--- src/rtl/exec_control_decoder.sv ---
// Control-side decoder for the FETCH/EXEC1/EXEC2 sequencer: owns PC, IR, Z and halt state,
// and drives the per-phase datapath strobes combinationally from IR and the phase inputs.
module exec_control_decoder #(
  parameter int PCW = 8,
  parameter int IW  = 16
) (
  input  logic           CLK,
  input  logic           RST,
  input  logic           FETCH,
  input  logic           EXEC1,
  input  logic           EXEC2,
  input  logic [IW-1:0]  INSTR,
  input  logic           ALU_Z,
  output logic           E2,
  output logic [PCW-1:0] PC,
  output logic [IW-1:0]  IR,
  output logic [1:0]     RD_SEL,
  output logic [1:0]     RA_SEL,
  output logic [1:0]     RB_SEL,
  output logic [7:0]     IMM,
  output logic [1:0]     ALU_OP,
  output logic           IMM_SEL,
  output logic           REG_WE,
  output logic           MEM_RE,
  output logic           MEM_WE,
  output logic           HALTED,
  output logic           ILLEGAL,
  output logic           FAULT
);

  typedef enum logic [3:0] {
    OP_NOP  = 4'h0,
    OP_ADD  = 4'h1,
    OP_SUB  = 4'h2,
    OP_LDI  = 4'h3,
    OP_LD   = 4'h4,
    OP_ST   = 4'h5,
    OP_JMP  = 4'h6,
    OP_JZ   = 4'h7,
    OP_MUL  = 4'h8,
    OP_HALT = 4'hF
  } opcode_e;

  logic [PCW-1:0] pc_r;
  logic [IW-1:0]  ir_r;
  logic           z_r;
  logic           halted_r;
  logic           illegal_r;
  logic           fault_r;

  logic [3:0]     opcode_s;
  logic           multi_phase_s;
  logic           active_s;
  logic [PCW-1:0] jump_target_s;

  // Opcodes 0x9-0xE have no function and are flagged as illegal.
  function automatic logic is_undefined(input logic [3:0] op);
    is_undefined = (op >= 4'h9) && (op <= 4'hE);
  endfunction

  assign opcode_s      = ir_r[15:12];
  assign jump_target_s = ir_r[PCW-1:0];
  assign multi_phase_s = (FETCH & EXEC1) | (FETCH & EXEC2) | (EXEC1 & EXEC2);
  // Strobes are suppressed while halted and in any cycle with overlapping phases.
  assign active_s      = ~halted_r & ~multi_phase_s;

  // Architectural state: PC, IR, zero flag, halt, illegal pulse and sticky fault.
  always_ff @(posedge CLK) begin
    if (RST) begin
      pc_r      <= '0;
      ir_r      <= '0;
      z_r       <= 1'b0;
      halted_r  <= 1'b0;
      illegal_r <= 1'b0;
      fault_r   <= 1'b0;
    end else begin
      illegal_r <= 1'b0;
      if (multi_phase_s) begin
        fault_r <= 1'b1;
      end else if (FETCH && !halted_r) begin
        ir_r <= INSTR;
        pc_r <= pc_r + {{(PCW-1){1'b0}}, 1'b1};
      end else if (EXEC1 && !halted_r) begin
        case (opcode_s)
          OP_ADD, OP_SUB: z_r      <= ALU_Z;
          OP_JMP:         pc_r     <= jump_target_s;
          OP_JZ:          pc_r     <= z_r ? jump_target_s : pc_r;
          OP_HALT:        halted_r <= 1'b1;
          default:        illegal_r <= is_undefined(opcode_s);
        endcase
      end else begin
        pc_r <= pc_r;
      end
    end
  end

  // Per-phase strobe decode.
  always_comb begin
    E2      = 1'b0;
    ALU_OP  = 2'b00;
    IMM_SEL = 1'b0;
    REG_WE  = 1'b0;
    MEM_RE  = 1'b0;
    MEM_WE  = 1'b0;
    if (active_s && EXEC1) begin
      case (opcode_s)
        OP_ADD: begin ALU_OP = 2'b00; REG_WE = 1'b1; end
        OP_SUB: begin ALU_OP = 2'b01; REG_WE = 1'b1; end
        OP_LDI: begin ALU_OP = 2'b11; IMM_SEL = 1'b1; REG_WE = 1'b1; end
        OP_LD:  begin MEM_RE = 1'b1; E2 = 1'b1; end
        OP_ST:  MEM_WE = 1'b1;
        OP_MUL: begin ALU_OP = 2'b10; E2 = 1'b1; end
        default: ALU_OP = 2'b00;
      endcase
    end else if (active_s && EXEC2) begin
      case (opcode_s)
        OP_LD:  begin MEM_RE = 1'b1; REG_WE = 1'b1; end
        OP_MUL: begin ALU_OP = 2'b10; REG_WE = 1'b1; end
        default: ALU_OP = 2'b00;
      endcase
    end else begin
      E2 = 1'b0;
    end
  end

  assign PC      = pc_r;
  assign IR      = ir_r;
  assign RD_SEL  = ir_r[11:10];
  assign RA_SEL  = ir_r[9:8];
  assign RB_SEL  = ir_r[7:6];
  assign IMM     = ir_r[7:0];
  assign HALTED  = halted_r;
  assign ILLEGAL = illegal_r;
  assign FAULT   = fault_r;

endmodule
--- config.mk ---
export PLATFORM = sky130hd
export DESIGN_NAME = exec_control_decoder
export DESIGN_NICKNAME = d
export VERILOG_FILES = /design/src/rtl/exec_control_decoder.sv
export SDC_FILE = /design/constraint.sdc
export NUM_CORES = 1
export LEC_CHECK = 0
export BUFFER_PORTS_ARGS = -buffer_cell sky130_fd_sc_hd__clkbuf_2
export CORE_AREA = 2 2 66 68
export DETAILED_ROUTE_END_ITERATION = 7
export DIE_AREA = 0 0 68 70
export PLACE_DENSITY = 0.68
export SYNTH_ARGS = -nofsm -noshare
export SYNTH_HDL_FRONTEND = slang
export SYNTH_SLANG_ARGS = --single-unit
--- constraint.sdc ---
create_clock -name CLK -period 2.72 [get_ports CLK]
set_input_delay 0.544 -clock CLK [delete_from_list [all_inputs] [get_ports CLK]]
set_output_delay 0.544 -clock CLK [all_outputs]
set_load 0.03 [all_outputs]
==> flow_summary_export.csv <==
group,metric,value,unit
outcome,outcome,"completed",
routing,drt_iter0_drc,44,
routing,num_vias,1529,
clock_tree,cts_root_buf,"clkbuf_8",
yosys,yosysWarnings,0,
placement,dpl_worst_slack,0.1491,ns
timing,skew,0.006141,ns
placement,hpwlAfterDp,2692,um
power_and_ir_drop,p_total,891.7,uW
floorplanning,top_level_ports,70,
critical_path,timing.rr.end,"PC[4]$_SDFFE_PP0P_",
yosys,synth.net_count,225,
clock_tree,postCtsHoldBufs,0,
cells_and_area,fin_nets,278,
timing,fin_hold_ws,0.4774,ns
timing,slew_headroom,0.5908,
yosys,yosysMostFrequentCell,"nand2_1",
timing,finalHoldViolCount,0,
power_and_ir_drop,swShare,0.2540,
placement,place.gp.congestion,0.7789,
cells_and_area,area_growth,24.40,%
placement,placed_area,1881,sq um
cells_and_area,diodes,0,
yosys,synth_area_per_cell,7.767,sq um
yosys,syn-cell-area,1569,sq um
clock_tree,ctsLongestPathBuffers,2,
run,cap_violations,0,
yosys,ys_seq_elements,28,
cells_and_area,utilization,0.4710,
power_and_ir_drop,cellPowerDensity,456.9,nW/um^2
yosys,synth_area_leaders,"dfxtp_1 36%, nand2_1 9.8%, a21oi_1 8.3%",
critical_path,rr_startpoint,"IR[14]$_SDFFE_PP0P_",
global_routing,grt_pass1_vias,1307,
floorplanning,design.core.area,4144,sq um
routing,drt-wirelength-per-cell,12.04,um
power_and_ir_drop,p_int,665.3,uW
timing,tightest_slew,0.6138,ns
timing,timing.final.crit_share,0.9459,
critical_path,worstSetupEndpointType,"output pin",
yosys,ys_types,47,
yosys,netlist_top_cells_count,"41 x nand2_1, 28 x dfxtp_1, 26 x a21oi_1",
hold_path,min_to,"IR[10]$_SDFFE_PP0P_",
floorplanning,start_util,0.3786,
floorplanning,die_w,68,um
power_and_ir_drop,combPwrFrac,0.151,
hold_path,min_from,"INSTR[10]",
power_and_ir_drop,p_leak,0.0007988,uW
timing,rsz0062_at_grt,"no",
timing,fin_ws,0.1471,ns
timing,fin_crit,2.573,ns
placement,port_buffers,69,
timing,fmax,388.7,MHz
global_routing,grt_max_degree,30,
routing,firstDrtPassIters,4,
critical_path,r2r_cells,4,
clock_tree,cts_made_buffers,3,
cells_and_area,n_fill_cell,429,
critical_path,cp_data_required_time,2.18,ns
clock_tree,post_cts_resized,0,
yosys,synth_ff_type,"dfxtp_1",
clock_tree,cts.htree.levels,1,
routing,viasPerCell,4.997,
critical_path,regToRegSetupSlack,0.74,ns
critical_path,cp_data_arrival_time,2.03,ns
routing,wl,3684,um
critical_path,cp_max_fo,2,
power_and_ir_drop,switchingPower,226.5,uW
timing,drv_slew,0,
clock_tree,cts_tree,"built",
yosys,synth-async-reset-ratio,0,
yosys,synthCells,202,
yosys,synth_top_area_frac,0.3573,
hold_path,hold_depth,3,
yosys,yosysTopAreaCell,"dfxtp_1",
global_routing,grt_pass1_wl,6127,um
clock_tree,worstSkewPairLatency,0.27,ns
routing,drtAntennaViolNets,0,
hold_path,holdCritPathClass,"in -> reg",
critical_path,path_class,"in -> out",
yosys,ys_seq_area_frac,0.3573,
cells_and_area,drive_gt1_frac,0.3386,
floorplanning,dieHeight,70,um
clock_tree,post_cts_buffers,0,
timing,setup_viol,0,
power_and_ir_drop,seqPwrFrac,0.488,
global_routing,track_usage,0.1623,
global_routing,grt_overflow,0,
critical_path,crit_path_start_kind,"input port",
power_and_ir_drop,max-vdd-ir-drop,0.3426,mV
yosys,synth_edf_count,0,
global_routing,antenna_found_initial,0,
floorplanning,row_count,24,
clock_tree,path_clk_slew,0.09,ns
clock_tree,clock-sinks,28,
power_and_ir_drop,share_clk_of_total_power,0.361,
routing,remaining_drc_errors,0,
floorplanning,dieArea,4760,sq um
cells_and_area,final_cell_area,1952,sq um
[placed cells by master (no fill, tap or decap), types with 2 or more instances in the layout]
cell and instances:
nor3b_1 3, nand3_1 4, nor3_1 4, nor4_1 3, nor2_1 10, buf_4 8, a31oi_1 2, a21oi_1 26
mux2i_1 2, nor4b_2 2, clkbuf_8 3, nand2_1 41, nor2b_1 2, or4b_1 2, clkbuf_2 69, xnor2_1 2
nand2b_1 2, inv_1 4, o21ai_0 3, dfxtp_1 28, or4_1 2, a211o_1 4, nand4_1 5, nor4bb_1 2
[logic make-up (layout without fill, tap and decap cells)]
| group | after synthesis | in the layout | synth area share |
|---|---|---|---|
| and+or+nand+nor | 88 | 88 | 0.2911 |
| AOI/OAI and AO/OA | 47 | 47 | 0.1938 |
| buffers and inverters | 33 | 85 | 0.1196 |
| DFF | 28 | 28 | 0.3573 |
| adders and majority gates | 2 | 2 | 0.01435 |
| xor gates and xnor gates | 2 | 2 | 0.01117 |
| muxes | 2 | 2 | 0.01276 |
[area by class of cell]
| cell class | instances | area, sq um | area share |
|---|---|---|---|
| multi-input combinational | 141 | 834.6 | 0.4276 |
| clock buffer | 3 | 41.29 | 0.02115 |
| clock inverter | 1 | 30.03 | 0.01538 |
| timing repair buffer | 77 | 405.4 | 0.2077 |
| sequential | 28 | 560.5 | 0.2872 |
| inverter | 4 | 15.01 | 0.007692 |
| tap | 52 | 65.06 | 0.03333 |
[sequential cells by signal, indices dropped and copies added (netlist names)]
name / flops
FAULT: 1
IR: 16
z_r: 1
HALTED: 1
ILLEGAL: 1
PC: 8
[critical path, stage by stage]
cell	delay, ns
clkbuf_2	0.09
or4b_1	0.54
or3_4	0.41
a211oi_4	0.23
clkbuf_2	0.23
[worst max path at each step]
| stage | cells past startpoint | slack (ns) | to | start |
|---|---|---|---|---|
| detailed placement | 5 | 0.15 | ALU_OP[1] | FETCH |
| global placement | 5 | 0.16 | ALU_OP[1] | FETCH |
| CTS | 5 | 0.15 | ALU_OP[1] | FETCH |
| finish | 5 | 0.15 | ALU_OP[1] | FETCH |
| floorplan | 4 | -0.12 | E2 | FETCH |
| global route | 5 | 0.08 | ALU_OP[1] | FETCH |
[through the flow]
| step | setup TNS [ns] | std cells |
|---|---|---|
| after global placement | 0 | 302 |
| after CTS | 0 | 306 |
| after detailed placement | 0 | 302 |
| after global routing | 0 | 306 |
| final | 0 | 306 |
| after floorplan | -0.2388 | 202 |
[power by group through the flow]
stage / clock [uW] / sequential [uW] / combinational, uW
2_1_floorplan: 0 / 459 / 79.9
3_3_place_gp: 0 / 445 / 135
3_5_place_dp: 0 / 445 / 136
4_1_cts: 332 / 436 / 136
5_1_grt: 354 / 438 / 147
6_report: 322 / 435 / 135
[layer usage]
layer / global-route usage / wire length [um]
met1: 0.2337 / 1794
met3: 0.04187 / 260
met4: 0.04667 / 48
met2: 0.2362 / 1581
met5: 0 / 0
Note: power is estimated with default switching activity, not from simulation.
